[config.mk]
export PLATFORM = sky130hd
export DESIGN_NAME = proc_fetch_unit
export DESIGN_NICKNAME = d
export VERILOG_FILES = /design/src/rtl/proc_fetch_unit.sv
export SDC_FILE = /design/constraint.sdc
export NUM_CORES = 1
export LEC_CHECK = 0
export CORE_ASPECT_RATIO = 0.7
export CORE_MARGIN = 5
export CORE_UTILIZATION = 45
export DETAILED_ROUTE_END_ITERATION = 7
export GPL_TIMING_DRIVEN = 0
export PLACE_DENSITY = 0.73
export SKIP_LAST_GASP = 1
export SYNTH_ARGS = -nofsm -noshare
export SYNTH_HDL_FRONTEND = slang
export SYNTH_SLANG_ARGS = --single-unit
export TNS_END_PERCENT = 10
[constraint.sdc]
create_clock -name clk -period 7.65 [get_ports clk]
set_clock_uncertainty 0.15 [all_clocks]
set_input_delay 1.1475 -clock clk [delete_from_list [all_inputs] [get_ports clk]]
set_output_delay 1.1475 -clock clk [all_outputs]
set_load 0.05 [all_outputs]
[src/rtl/proc_fetch_unit.sv]
// Fetch stage of the TinyRV1 pipeline.
// Owns the PC, issues in-order requests to a variable-latency instruction
// memory, buffers the responses in a small circular buffer and hands one
// {inst, pc} pair per valid/ready transfer to decode. Control-flow redirects
// flush the buffer and discard wrong-path responses that are still owed.
module proc_fetch_unit #(
  parameter int unsigned DEPTH    = 4,
  parameter logic [31:0] RESET_PC = 32'h0000_0000
) (
  input  logic        clk,
  input  logic        rst,
  output logic        imemreq_val,
  input  logic        imemreq_rdy,
  output logic [31:0] imemreq_addr,
  input  logic        imemresp_val,
  input  logic [31:0] imemresp_data,
  input  logic        redirect_val,
  input  logic [31:0] redirect_pc,
  output logic        f2d_val,
  input  logic        f2d_rdy,
  output logic [31:0] f2d_inst,
  output logic [31:0] f2d_pc
);

  localparam int unsigned IW = $clog2(DEPTH);
  localparam int unsigned PW = IW + 1;
  localparam logic [PW-1:0] PTR_ONE = PW'(1);
  localparam logic [PW:0]   DEPTH_W = (PW + 1)'(DEPTH);

  // Architectural state
  logic [31:0]      pc_q, pc_d;
  logic [PW-1:0]    alloc_q, alloc_d;
  logic [PW-1:0]    fill_q, fill_d;
  logic [PW-1:0]    head_q, head_d;
  logic [PW-1:0]    drop_cnt_q, drop_cnt_d;
  logic [DEPTH-1:0] filled_q, filled_d;

  // Buffer payload
  logic [31:0] pc_mem   [DEPTH];
  logic [31:0] inst_mem [DEPTH];

  // Derived status
  logic [PW-1:0] count;
  logic [PW-1:0] outstanding;
  logic [PW:0]   occupancy;
  logic [IW-1:0] alloc_idx;
  logic [IW-1:0] fill_idx;
  logic [IW-1:0] head_idx;
  logic          req_fire;
  logic          resp_fill;
  logic          resp_drop;
  logic          resp_drain;
  logic          pop;

  // Occupancy, handshakes and output muxing
  always_comb begin
    count       = alloc_q - head_q;
    outstanding = alloc_q - fill_q;
    occupancy   = {1'b0, count} + {1'b0, drop_cnt_q};
    alloc_idx   = alloc_q[IW-1:0];
    fill_idx    = fill_q[IW-1:0];
    head_idx    = head_q[IW-1:0];

    imemreq_val  = ~rst & ~redirect_val & (occupancy < DEPTH_W);
    imemreq_addr = pc_q;

    f2d_val  = filled_q[head_idx] & (count != '0) & ~redirect_val & ~rst;
    f2d_inst = inst_mem[head_idx];
    f2d_pc   = pc_mem[head_idx];

    req_fire = imemreq_val & imemreq_rdy;
    pop      = f2d_val & f2d_rdy;

    // A response is owed only if a wrong-path drop or a live request is pending;
    // anything else is an imem protocol violation and is ignored.
    resp_drain = imemresp_val & ((drop_cnt_q != '0) | (outstanding != '0));
    resp_drop  = imemresp_val & ~rst & ~redirect_val & (drop_cnt_q != '0);
    resp_fill  = imemresp_val & ~rst & ~redirect_val & (drop_cnt_q == '0)
               & (outstanding != '0);
  end

  // Next-state: redirect flushes everything, otherwise issue/fill/pop
  always_comb begin
    // NOTE: every next-state signal takes its hold value first so no path leaves it unassigned (no latches).
    pc_d       = pc_q;
    alloc_d    = alloc_q;
    fill_d     = fill_q;
    head_d     = head_q;
    drop_cnt_d = drop_cnt_q;
    filled_d   = filled_q;

    if (redirect_val) begin
      pc_d       = redirect_pc;
      alloc_d    = '0;
      fill_d     = '0;
      head_d     = '0;
      filled_d   = '0;
      // Every live request becomes a wrong-path drop; a response arriving now is already drained.
      drop_cnt_d = drop_cnt_q + outstanding - {{(PW-1){1'b0}}, resp_drain};
    end else begin
      if (req_fire) begin
        pc_d                = pc_q + 32'd4;
        alloc_d             = alloc_q + PTR_ONE;
        filled_d[alloc_idx] = 1'b0;
      end
      if (resp_drop) begin
        drop_cnt_d = drop_cnt_q - PTR_ONE;
      end
      // alloc_idx and fill_idx cannot collide here: a fill needs outstanding != 0
      // and an issue needs count < DEPTH.
      if (resp_fill) begin
        filled_d[fill_idx] = 1'b1;
        fill_d             = fill_q + PTR_ONE;
      end
      if (pop) begin
        head_d = head_q + PTR_ONE;
      end
    end
  end

  // State register with synchronous reset
  always_ff @(posedge clk) begin
    // NOTE: sequential state uses non-blocking assignments so every flop samples pre-edge values.
    if (rst) begin
      pc_q       <= RESET_PC;
      alloc_q    <= '0;
      fill_q     <= '0;
      head_q     <= '0;
      drop_cnt_q <= '0;
      filled_q   <= '0;
    end else begin
      pc_q       <= pc_d;
      alloc_q    <= alloc_d;
      fill_q     <= fill_d;
      head_q     <= head_d;
      drop_cnt_q <= drop_cnt_d;
      filled_q   <= filled_d;
    end
  end

  // Payload writes: PC at issue, instruction at fill
  always_ff @(posedge clk) begin
    // NOTE: payload arrays carry no reset; entry validity is tracked by filled_q alone.
    if (req_fire) begin
      pc_mem[alloc_idx] <= pc_q;
    end
    if (resp_fill) begin
      inst_mem[fill_idx] <= imemresp_data;
    end
  end

  a_occupancy_bound : assert property (@(posedge clk) disable iff (rst)
    occupancy <= DEPTH_W);

  a_resp_owed : assert property (@(posedge clk) disable iff (rst)
    imemresp_val |-> ((drop_cnt_q != '0) || (outstanding != '0)));

endmodule
==> impl_metrics.csv, run 1 <==
group,metric,value,unit
outcome,status,"finished clean",
setup_path,crit_required,6350,ps
timing,drv_slew,0,
global_routing,grt_max_degree,33,
setup_path,crit_path_end_kind,"output pin",
cts,cts_setup_buffers,0,
pwr,peakVddDrop,0.2139,mV
flow_run,maxCapViolations,0,
cts,cts_max_path_buffers,3,
setup_path,critPathKind,"reg -> out",
timing,post-route-period-util,65.82,%
logic_synthesis,synth_cells,695,
layout,nets,988,
min_path,min_from,"filled_q[3]",
cts,cts_buffers,29,
placed_design,preCtsSetupSlack,2819,ps
placed_design,hpwl,18.93,mm
logic_synthesis,ys_top_cells_by_count,"edfxtp_1, mux4_2, dfxtp_1, nand2_1, nor2_1",
floorplan,dieArea,0.03049,sq mm
logic_synthesis,ys_seq_area_share,71.37,%
timing,relSlewSlack,36.47,%
timing,setup_violations,0,
floorplan,coreArea,0.02671,sq mm
pwr,p_leak,4.872,nW
setup_path,r2r_cells,11,
setup_path,critPathLaunchType,"register",
cts,cts_root_buf,"clkbuf_16",
cts,cts_resized,0,
global_routing,grt_usage,18.49,%
floorplan,fp.dieH,147.6,um
logic_synthesis,ys_seq_elements,306,
timing,hold_viol,0,
logic_synthesis,synth_edf_count,256,
setup_path,reg2reg_slack,3000,ps
global_routing,grt_pass1_wl,43.10,mm
setup_path,rr_startpoint,"alloc_q[0]",
floorplan,initial_core_util,45.57,%
cts,cts_sinks,306,
layout,num_antenna_cells,0,
timing,worst_slew_pin_slew,953.0,ps
layout,fin_cells,1281,
timing,fin_crit,5036,ps
logic_synthesis,synth_area_leader_cell,"edfxtp_1",
detailed_routing,routed_wire_length_per_instance,21.96,um
timing,setup_tns,0,ps
timing,fin_ws,2614,ps
min_path,min_path_cells,2,
detailed_routing,routed_via_density,5.529,
logic_synthesis,synth_top_cell_area_share,63.15,%
placed_design,portBuffers,167,
placed_design,dpl.cell_count,1229,
setup_path,worstPathMaxFanout,4,
timing,max_freq,0.1986,GHz
floorplan,io_pins,168,
setup_path,critical_path_arrival,3740,ps
layout,syn_to_final_growth,25.35,%
layout,fin_area,0.01526,sq mm
detailed_routing,drc,0,
floorplan,rows,50,
placed_design,place_area,0.01436,sq mm
timing,rsz0062_at_grt,"no",
detailed_routing,drt-pass1-iter-count,5,
detailed_routing,drt_iter0_drc,456,
cts,cts_max_level,1,
logic_synthesis,synth_area_per_cell,17.52,sq um
cts,cts_tree,"yes",
min_path,hp-class,"reg -> reg",
setup_path,timing.rr.end,"pc_mem[3][28]",
cts,cts.clk_slew.worst_paths,70,ps
cts,postCtsHoldBufs,0,
pwr,power.density,231.4,mW/mm^2
logic_synthesis,syn_nets,787,
timing,whs,306.8,ps
floorplan,die-width,206.6,um
layout,fin_util,57.12,%
layout,drive_above_1_share,14.39,%
cts,insertion_delay,560,ps
min_path,hold_end,"filled_q[3]",
logic_synthesis,synthTopCellsByArea,"edfxtp_1, mux4_2, dfxtp_1, ha_1, nand2_1",
global_routing,grt-ovfl-total,0,
pwr,finalPower,3.531,mW
global_routing,grt_antenna_before_repair,0,
detailed_routing,drtAntennaViolNets,0,
placed_design,place.gp.congestion,0.9448,
global_routing,grt_pass1_vias,7290,
logic_synthesis,synth_most_common_cell,"edfxtp_1",
logic_synthesis,ys_async_sr_fraction,0,%
detailed_routing,vias,7083,
detailed_routing,wirelength,28.13,mm
logic_synthesis,ys_warn_count,0,
logic_synthesis,ys_dominant_reg_cell,"edfxtp_1",
logic_synthesis,yosysUniqueCellTypes,54,
logic_synthesis,syn_area,0.01217,sq mm
-- layout make-up --
class                      instances  area, sq um
tap                              364        455.4
sequential                       306         8688
fill                            2064        11450
multi-input combinational        336         3279
inverter                          21        78.83
clock inverter                    13        102.6
timing repair buffer             170         1732
clock buffer                      39        792.0
buffer                            32        130.1
-- where the power goes --
group,leakage [nW],internal (mW),switching [mW]
Sequential,2.74,1.84,0.0389
Clock,0.443,0.762,0.598
Combinational,1.69,0.121,0.176
Total,4.87,2.72,0.813
-- critical path, cell delays in order (launching register included) --
cell and delay, ps:
dfxtp_1 360, inv_1 170, ha_1 170, inv_1 50, fa_1 360, xnor3_1 220, ha_1 300, or3_1 370
nor3_1 300, clkdlybuf4s50_1 880
-- metal layers --
layer	track usage, %	vias up	share of wire (%)
li1	-	3188	-
met1	28.06	3587	47
met2	26.94	261	44
met3	4.474	47	7.1
met4	5.020	0	2.5
met5	0	-	0
-- sequential cells by signal, indices dropped and copies added, names as in the netlist, named ones only --
name          count
alloc_q           3
drop_cnt_q        3
filled_q          4
pc_mem          128
head_q            3
fill_q            3
imemreq_addr     32
inst_mem        128
-- cell usage in the layout (no fill, tap or decap), types with 4 or more instances in the layout --
cell type and instances:
edfxtp_1 256, clkdlybuf4s50_1 167, mux4_2 65, dfxtp_1 50, nand2_1 42, clkbuf_1 30
clkbuf_16 30, nor2_1 29, a21oi_1 26, ha_1 19, nand3_1 17, inv_1 15
a31oi_1 14, or3_1 9, xnor2_1 9, nand4_1 9, o21ai_0 8, o311ai_0 7
nor3_1 6, buf_1 6, clkinv_1 6, inv_2 5, xor2_1 5, o211ai_1 5
nor4_1 5, clkinv_2 5, mux2i_1 4, and4_1 4, and3_1 4
-- worst max-delay path by stage --
stage / from / slack [ps] / to
after global placement: rst / 2400 / pc_mem[3][21]
after detailed placement: rst / 2820 / imemreq_val
final: alloc_q[0] / 2610 / imemreq_val
after CTS: register / 2560 / f2d_pc[27]
after global routing: register / 2390 / f2d_inst[17]
after floorplan: alloc_q[0] / 3480 / imemreq_val
-- logic make-up after synthesis --
| family | synth area share (%) |
|---|---|
| flops | 71.37 |
| simple gates | 6.537 |
| compound gates | 4.194 |
| mux | 12.35 |
| buf+inv | 1.716 |
| fa+ha+maj | 2.446 |
| xor+xnor | 1.377 |
No activity file was read; power rests on OpenSTA's default activity.
==> run 2: changes to the inputs <==
clock period = 4.84 ns   (was 7.65 ns; I/O delays follow)
==> impl_metrics.csv, run 2 (synthesis results as in run 1) <==
group,metric,value,unit
detailed_routing,routed_wire_length_per_instance,21.96,um
setup_path,worstPathMaxFanout,32,
setup_path,cpPeakStageDelay,680,ps
setup_path,crit_path_end_kind,"register",
detailed_routing,wirelength,28.13,mm
global_routing,grt-ovfl-total,0,
min_path,min_from,"filled_q[3]",
floorplan,io_pins,168,
pwr,peakVddDrop,0.3407,mV
global_routing,grt_pass1_wl,43.10,mm
global_routing,grt_antenna_before_repair,0,
min_path,hold_end,"filled_q[3]",
timing,fin_crit,4635,ps
min_path,hp-class,"reg -> reg",
detailed_routing,routed_via_density,5.537,
min_path,min_path_cells,2,
setup_path,critPathKind,"reg -> reg",
setup_path,worstPathCellList,"inv_1, ha_1, inv_1, fa_1, xnor3_1, ha_1, or4b_4, nor3_2, clkbuf_1, nand2_1, inv_2",
detailed_routing,vias,7093,
pwr,finalPower,5.583,mW
timing,post-route-period-util,95.76,%
layout,syn_to_final_growth,25.40,%
pwr,p_leak,4.876,nW
flow_run,maxCapViolations,0,
pwr,power.density,365.8,mW/mm^2
setup_path,r2r_cells,11,
setup_path,timing.rr.end,"pc_mem[3][16]",
timing,relSlewSlack,37.62,%
layout,final_common_cell,"edfxtp_1",
detailed_routing,drt_iter0_drc,440,
setup_path,critPathLaunchType,"register",
cts,cts.clk_slew.worst_paths,70,ps
setup_path,crit_family,"buffers and inverters",
timing,whs,306.7,ps
floorplan,rows,50,
floorplan,die-width,206.6,um
timing,setup_tns,0,ps
setup_path,critical_path_arrival,4670,ps
layout,layout_common_cells,"edfxtp_1, clkdlybuf4s50_1, mux4_2",
floorplan,coreArea,0.02671,sq mm
setup_path,rr_startpoint,"alloc_q[0]",
timing,drv_slew,0,
timing,hold_viol,0,
cts,cts_max_path_buffers,3,
timing,rsz0062_at_grt,"no",
setup_path,crit_required,4870,ps
cts,cts_root_buf,"clkbuf_16",
outcome,status,"finished clean",
floorplan,fp.dieH,147.6,um
setup_path,reg2reg_slack,200,ps
placed_design,place.gp.congestion,0.9448,
timing,worst_slew_pin_slew,935.7,ps
layout,fin_area,0.01526,sq mm
cts,cts_tree,"yes",
global_routing,grt_pass1_vias,7290,
cts,cts_sinks,306,
cts,cts_buffers,29,
layout,drive_above_1_share,14.39,%
layout,num_antenna_cells,0,
timing,setup_violations,0,
placed_design,portBuffers,167,
layout,nets,988,
cts,cts_max_level,1,
placed_design,place_area,0.01436,sq mm
detailed_routing,drtAntennaViolNets,0,
detailed_routing,drc,0,
global_routing,grt_usage,18.49,%
cts,insertion_delay,560,ps
timing,max_freq,0.2157,GHz
floorplan,dieArea,0.03049,sq mm
global_routing,grt_max_degree,33,
setup_path,cp_slowest_cell,"inv_2",
detailed_routing,drt-pass1-iter-count,5,
setup_path,path_buf_inv,4,
floorplan,initial_core_util,45.57,%
layout,fin_util,57.14,%
placed_design,hpwl,18.93,mm
run 2: cell count changes in the layout (fill, tap and decap cells not counted), sizes merged:
cell,delta
clkdlybuf4s15,+1
buf,-1
run 2: how the worst max path moves through the flow:
stage	startpoint	to	slack [ps]	cells past startpoint
6_report	alloc_q[0]	pc_mem[3][16]	200	11
4_1_cts	register	f2d_pc[27]	170	4
2_1_floorplan	alloc_q[0]	pc_mem[3][0]	890	11
3_5_place_dp	alloc_q[0]	pc_mem[3][21]	270	11
5_1_grt	alloc_q[0]	pc_mem[3][28]	4	11
3_3_place_gp	alloc_q[0]	pc_mem[3][21]	-160	11
run 2: layout make-up:
class                           count  area (sq um)
Buffer                             32         136.4
Multi-Input combinational cell    336          3279
Clock buffer                       39         792.0
Fill cell                        2063         11450
Inverter                           21         78.83
Sequential cell                   306          8688
Clock inverter                     13         102.6
Tap cell                          364         455.4
Timing Repair Buffer              170          1732
run 2: power breakdown:
part | total [mW] | internal (mW) | leakage, nW | switching, mW
logic | 0.470 | 0.191 | 1.69 | 0.279
registers | 2.96 | 2.90 | 2.74 | 0.0619
clock network | 2.15 | 1.20 | 0.443 | 0.946
total | 5.58 | 4.30 | 4.88 | 1.29
run 2: tightest hold or removal path, stage by stage (launching register included):
cell and delay [ps]:
dfxtp_1 310, nand2_1 50, a21oi_1 50
run 2: through the flow:
stage / std cells / setup slack (ps)
final: 1281 / 205.0
after global routing: 1281 / 3.884
after CTS: 1281 / 174.7
after detailed placement: 1229 / 273.7
after global placement: 1226 / -155.2
after floorplan: 695 / 886.9
run 2: repair_timing:
action                                  4_1_cts  5_1_grt
hold buffers                                  0        0
endpoints found under the setup margin        0        1
gates resized for setup                       0        1
setup buffers                                 0        0
run 2: layer usage:
metal	GRT usage (%)	wire length (um)	share of wire (%)	vias to the layer above
met2	26.94	12340	44	285
met4	5.020	739	2.6	0
met5	0	0	0	-
li1	-	-	-	3186
met1	28.06	12870	46	3569
met3	4.474	2182	7.8	53
